**src/rtl/host_cmd_seq.sv**
```systemverilog
// Host-side command initiator: queues 16-bit commands, sends each as two 8N1 UART bytes
// (high byte first) and waits for a one-byte response or a timeout.
module host_cmd_seq #(
   parameter int unsigned BAUD_DIV     = 434,
   parameter int unsigned FIFO_DEPTH   = 4,
   parameter int unsigned RESP_TIMEOUT = 20_000_000,
   parameter logic [7:0]  ACK_BYTE     = 8'hA5
) (
   input  logic        clk,
   input  logic        rst_n,
   input  logic [15:0] cmd_in,
   input  logic        cmd_wr,
   output logic        full,
   output logic        empty,
   output logic        busy,
   output logic        TX,
   input  logic        RX,
   output logic [7:0]  resp,
   output logic        resp_vld,
   output logic        resp_ok,
   output logic        timeout
);

   localparam int unsigned BW = $clog2(BAUD_DIV);
   localparam int unsigned PW = $clog2(FIFO_DEPTH);
   localparam int unsigned CW = PW + 1;
   localparam int unsigned TW = $clog2(RESP_TIMEOUT + 1);
   localparam logic [BW-1:0] BAUD_LAST = BW'(BAUD_DIV - 1);
   localparam logic [BW-1:0] HALF_LAST = BW'(BAUD_DIV / 2 - 1);
   localparam logic [TW-1:0] TO_LAST   = TW'(RESP_TIMEOUT - 1);
   localparam logic [CW-1:0] DEPTH_C   = CW'(FIFO_DEPTH);

   typedef enum logic [1:0] {IDLE, TX_HI, TX_LO, WAIT_RESP} state_t;

   state_t          state, state_nxt;
   logic [15:0]     mem [FIFO_DEPTH];
   logic [PW-1:0]   wr_ptr, rd_ptr;
   logic [CW-1:0]   count, count_nxt;
   logic            wr_en, pop, load_lo, cap, to_fire;
   logic [15:0]     shadow;
   logic [9:0]      tx_shift;
   logic [BW-1:0]   baud_cnt;
   logic [3:0]      bit_cnt;
   logic [TW-1:0]   timer;
   logic            bit_end, frame_end;
   logic [1:0]      rx_sync;
   logic            rx_s, rx_prev, rx_active, rx_sample, rx_done_c;
   logic [BW-1:0]   rx_baud;
   logic [3:0]      rx_bit;
   logic [7:0]      rx_shift;

   assign wr_en     = cmd_wr && !full;
   assign bit_end   = (baud_cnt == BAUD_LAST);
   assign frame_end = bit_end && (bit_cnt == 4'd9);
   assign TX        = tx_shift[0];

   // Command queue: flags follow the count so they always reflect the pre-edge occupancy
   always_comb begin
      count_nxt = count;
      case ({wr_en, pop})
         2'b10:   count_nxt = count + CW'(1);
         2'b01:   count_nxt = count - CW'(1);
         default: count_nxt = count;
      endcase
   end

   always_ff @(posedge clk) begin
      if (wr_en) mem[wr_ptr] <= cmd_in;
   end

   always_ff @(posedge clk or negedge rst_n) begin
      if (!rst_n) begin
         wr_ptr <= '0;
         rd_ptr <= '0;
         count  <= '0;
         full   <= 1'b0;
         empty  <= 1'b1;
      end else begin
         if (wr_en) wr_ptr <= wr_ptr + PW'(1);
         if (pop)   rd_ptr <= rd_ptr + PW'(1);
         count <= count_nxt;
         full  <= (count_nxt == DEPTH_C);
         empty <= (count_nxt == CW'(0));
      end
   end

   always_ff @(posedge clk or negedge rst_n) begin
      if (!rst_n) state <= IDLE;
      else        state <= state_nxt;
   end

   // Sequencer: a received byte takes priority over a timeout on the same edge
   always_comb begin
      state_nxt = state;
      pop       = 1'b0;
      load_lo   = 1'b0;
      cap       = 1'b0;
      to_fire   = 1'b0;
      case (state)
         IDLE: if (!empty) begin
            pop       = 1'b1;
            state_nxt = TX_HI;
         end
         TX_HI: if (frame_end) begin
            load_lo   = 1'b1;
            state_nxt = TX_LO;
         end
         TX_LO: if (frame_end) state_nxt = WAIT_RESP;
         WAIT_RESP: begin
            if (rx_done_c) begin
               cap       = 1'b1;
               state_nxt = IDLE;
            end else if (timer == TO_LAST) begin
               to_fire   = 1'b1;
               state_nxt = IDLE;
            end
         end
         default: state_nxt = IDLE;
      endcase
   end

   // Transmit shifter: {stop, data, start}, shifted right with idle ones
   always_ff @(posedge clk or negedge rst_n) begin
      if (!rst_n) begin
         tx_shift <= '1;
         baud_cnt <= '0;
         bit_cnt  <= '0;
         shadow   <= '0;
      end else if (pop) begin
         shadow   <= mem[rd_ptr];
         tx_shift <= {1'b1, mem[rd_ptr][15:8], 1'b0};
         baud_cnt <= '0;
         bit_cnt  <= '0;
      end else if (load_lo) begin
         tx_shift <= {1'b1, shadow[7:0], 1'b0};
         baud_cnt <= '0;
         bit_cnt  <= '0;
      end else if (state == TX_HI || state == TX_LO) begin
         if (bit_end) begin
            baud_cnt <= '0;
            bit_cnt  <= bit_cnt + 4'd1;
            tx_shift <= {1'b1, tx_shift[9:1]};
         end else begin
            baud_cnt <= baud_cnt + BW'(1);
         end
      end
   end

   always_ff @(posedge clk or negedge rst_n) begin
      if (!rst_n)                  timer <= '0;
      else if (state != WAIT_RESP) timer <= '0;
      else                         timer <= timer + TW'(1);
   end

   always_ff @(posedge clk or negedge rst_n) begin
      if (!rst_n) begin
         busy     <= 1'b0;
         resp     <= '0;
         resp_ok  <= 1'b0;
         resp_vld <= 1'b0;
         timeout  <= 1'b0;
      end else begin
         busy     <= (state_nxt != IDLE);
         resp_vld <= cap;
         timeout  <= to_fire;
         if (cap) begin
            resp    <= rx_shift;
            resp_ok <= (rx_shift == ACK_BYTE);
         end
      end
   end

   // Receiver: rx_bit 0 is the mid-start recheck, 1..8 data, 9 stop
   assign rx_s      = rx_sync[1];
   assign rx_sample = rx_active && ((rx_bit == 4'd0) ? (rx_baud == HALF_LAST)
                                                     : (rx_baud == BAUD_LAST));
   assign rx_done_c = rx_sample && (rx_bit == 4'd9) && rx_s;

   always_ff @(posedge clk or negedge rst_n) begin
      if (!rst_n) begin
         rx_sync   <= 2'b11;
         rx_prev   <= 1'b1;
         rx_active <= 1'b0;
         rx_baud   <= '0;
         rx_bit    <= '0;
         rx_shift  <= '0;
      end else begin
         rx_sync <= {rx_sync[0], RX};
         rx_prev <= rx_s;
         if (!rx_active) begin
            if (rx_prev && !rx_s) begin
               rx_active <= 1'b1;
               rx_baud   <= '0;
               rx_bit    <= '0;
            end
         end else if (rx_sample) begin
            rx_baud <= '0;
            if ((rx_bit == 4'd0 && rx_s) || rx_bit == 4'd9) begin
               rx_active <= 1'b0;
            end else begin
               rx_bit <= rx_bit + 4'd1;
               if (rx_bit != 4'd0) rx_shift <= {rx_s, rx_shift[7:1]};
            end
         end else begin
            rx_baud <= rx_baud + BW'(1);
         end
      end
   end

endmodule
```
**config.mk**
```make
export PLATFORM = sky130hd
export DESIGN_NAME = host_cmd_seq
export DESIGN_NICKNAME = d
export VERILOG_FILES = /design/src/rtl/host_cmd_seq.sv
export SDC_FILE = /design/constraint.sdc
export NUM_CORES = 1
export LEC_CHECK = 0
export ABC_AREA = 1
export CAP_MARGIN = 20
export CORE_MARGIN = 1
export CORE_UTILIZATION = 63
export CTS_CLUSTER_SIZE = 24
export DETAILED_ROUTE_END_ITERATION = 12
export DONT_BUFFER_PORTS = 1
export GPL_ROUTABILITY_DRIVEN = 0
export PLACE_DENSITY = 0.79
export SLEW_MARGIN = 20
export SYNTH_ARGS = -nofsm -noshare
export SYNTH_HDL_FRONTEND = slang
export SYNTH_SLANG_ARGS = --single-unit
```
**constraint.sdc**
```tcl
create_clock -name clk -period 2.8 [get_ports clk]
set_input_delay 0.14 -clock clk [delete_from_list [all_inputs] [get_ports clk]]
set_output_delay 0.14 -clock clk [all_outputs]
set_load 0.05 [all_outputs]
```
==> impl_metrics.ini <==
[sta]
tns_ps = 0
fin_skew_ps = 6.16
maxSlewHeadroom_pct = 64.9
period_share_pct = 86.4
max_freq_mhz = 413
min_period_ps = 2420
slew_violations = 0
setup_viol = 0
final_hold_viol_count = 0
rsz0062_at_grt = false
worstMarginPinSlew_ps = 527

[hold_path]
min_path_cells = 2
hold_end = wr_ptr[0]$_DFFE_PN0P_
hold_class = in2reg
holdCritStartpoint = cmd_wr

[clocking]
cts_tree = yes
numCtsBuffers = 17
clock_path_buffers = 2
cts_root_buf = clkbuf_16
cts.clk_slew.worst_paths_ps = 60
clk_latency_ps = 430
ctsResizeCount = 0
clkSinkCount = 167
htree_levels = 4

[pwr]
p_seq_share_pct = 51.6
swShare_pct = 25.8
powerDensity_nw_per_um2 = 662
p_clk_share_pct = 38.7
p_switching_w = 0.00149
p_comb_share_pct = 9.7
leakagePower_nw = 3.63
p_int_w = 0.00428
peakVddDrop_v = 0.000514

[route]
drt-met1-wl_mm = 6.24
wl_met3_um = 823
vias = 5660
postRouteAntennaNets = 0
drt_first_iter_violations = 530
wl_mm = 15.0
wl_met2_mm = 7.67
dr.pass1.iters = 6
drc = 0
wire_per_inst_um = 15.1
highest_layer = met4
vias_per_cell = 5.69

[run_status]
status = complete, no violations

[die]
die_y_um = 113
die_w_um = 113
core.rowCount = 40
core_area_um2 = 12000
initial_core_util_pct = 64.6
die_area_um2 = 12800
io_pins = 35

[setup_path]
rrSetupSlack_ps = 380
r2r-end = empty$_DFF_PN1_
cp-start-kind = flop
rr_worst_depth = 10
r2r_start = state[0]$_DFF_PN0_
end_kind = flop
critical_path_required_ps = 3170
cp_max_fo = 7
worstPathArrival_ps = 2780
path_class = reg2reg

[synthesis]
syn_inst = 804
yosysTopAreaCellShare_pct = 29.0
synth_ff_type = dfrtp_1
synth_edf_count = 64
yosys_warnings = 0
synth_largest_area_cell = dfrtp_1
synth_nets = 844
yosysUniqueCellTypes = 44
ys_ff_latch = 167
synthTopCellsByArea = dfrtp_1 (29%), edfxtp_1 (25%), nand2_1 (8.9%)
syn_area_per_cell_um2 = 9.65
ys_async_sr_fraction_pct = 61.7
synth-seq-area-share_pct = 58.2
synth_area_um2 = 7760

[placed_design]
portBuffers = 0
dp_hpwl_mm = 9.79

[global_routing]
grt_pass1_vias = 5610
grt_max_degree = 104
grt_use_total_pct = 25.8
antenna_found_initial = 0
overflow = 0
grt_pass1_wl_mm = 25.3

[cells_and_area]
antennaDiodeCount = 0
area_growth_pct = 12.3
fin_util_pct = 72.5
drive_above_1_share_pct = 10.8
nFillCells = 869
fin_nets = 875

[flow_run]
maxCapViolCount = 0
cell families after synthesis:
logic type,Yosys count,synth area share [%]
xor gates and xnor gates,20,2.26
muxes,1,0.129
adders and majority gates,20,3.32
and+or+nand+nor,352,20.3
DFF,167,58.2
buffers and inverters,115,5.89
AOI/OAI and AO/OA,129,9.93
registers in the layout, indices dropped and copies added (netlist names):
signal,flops
mem,64
timer,25
baud_cnt,9
rx_baud,9
tx_shift,9
resp,8
rx_shift,8
shadow,8
bit_cnt,4
rx_bit,4
count,3
rd_ptr,2
rx_sync,2
state,2
wr_ptr,2
busy,1
empty,1
full,1
resp_ok,1
resp_vld,1
rx_active,1
rx_prev,1
timeout,1
worst max-delay path by stage:
stage,startpoint,endpoint,cells past startpoint
floorplan,state[0]$_DFF_PN0_,empty$_DFF_PN1_,11
global placement,state[0]$_DFF_PN0_,full$_DFF_PN0_,10
detailed placement,state[0]$_DFF_PN0_,empty$_DFF_PN1_,10
CTS,state[0]$_DFF_PN0_,full$_DFF_PN0_,12
global route,state[0]$_DFF_PN0_,full$_DFF_PN0_,12
finish,state[0]$_DFF_PN0_,empty$_DFF_PN1_,10
stage by stage:
stage | cells | setup WS (ps) | hold slack [ps] | instance area (µm²) | power [W]
2_1_floorplan | 804 | 353 | -156 | 7760 | 0.00336
3_3_place_gp | 944 | 555 | -153 | 7940 | 0.00348
3_5_place_dp | 944 | 420 | -153 | 7940 | 0.00352
4_1_cts | 995 | 353 | 95.7 | 8710 | 0.00582
5_1_grt | 995 | 111 | 123 | 8710 | 0.00603
6_report | 995 | 381 | 99.4 | 8710 | 0.00577
cell usage in the layout, fill, tap and decap left out, types with 18 or more instances in the layout:
cell type      count
dlygate4sd3_1     18
dfrtp_1           90
nand3_1           52
nand2_1          183
nor2_1            70
inv_1             90
a21oi_1           52
ha_1              19
edfxtp_1          64
xor2_1            18
o21ai_0           39
area by class of cell:
| cell class | instances | area (µm²) | area share [%] |
|---|---|---|---|
| inverter | 96 | 360 | 4.14 |
| clock inverter | 15 | 144 | 1.65 |
| clock buffer | 17 | 425 | 4.88 |
| sequential | 167 | 4520 | 51.8 |
| multi-input combinational | 522 | 2790 | 32.0 |
| tap | 147 | 184 | 2.11 |
| timing repair buffer | 31 | 298 | 3.42 |
layer usage:
| metal | vias to the layer above | GRT usage (%) |
|---|---|---|
| met1 | 2680 | 30.6 |
| met2 | 204 | 44.3 |
| met5 | - | 0 |
| li1 | 2736 | - |
| met4 | 0 | 12.0 |
| met3 | 40 | 6.48 |
worst max-delay path: stages (launching register included):
cell     delay, ps
dfrtp_1        420
inv_1          160
ha_1           170
inv_1           60
nor2_4         200
ha_1           210
inv_1           80
fa_1           490
o21ai_0        120
or2_2          320
nor2_1         110
Yosys cell counts, drive strengths merged (2+ instances only):
master,n
dfstp,13
a21oi,53
inv,94
a31oi,3
nor2,75
ha,19
edfxtp,64
o21a,2
buf,6
o22ai,5
nand2,185
and3,2
xor2,18
nand3,56
xnor2,2
clkbuf,13
nor3,15
or2,2
dfrtp,90
a221o,8
o21ai,56
nor4,4
clkinv,2
nand4,10
power by group through the flow:
stage	sequential [W]	clock (W)	combinational (W)
2_1_floorplan	0.00300	0	0.000354
3_3_place_gp	0.00301	0	0.000471
3_5_place_dp	0.00302	0	0.000501
4_1_cts	0.00298	0.00227	0.000570
5_1_grt	0.00300	0.00237	0.000651
6_report	0.00298	0.00223	0.000560
repair_timing:
| action | CTS | global route |
|---|---|---|
| hold endpoints to repair | 168 | 0 |
| hold buffers | 19 | 0 |
| buffers inserted | 0 | 0 |
Note: power is estimated with default switching activity, not from simulation.
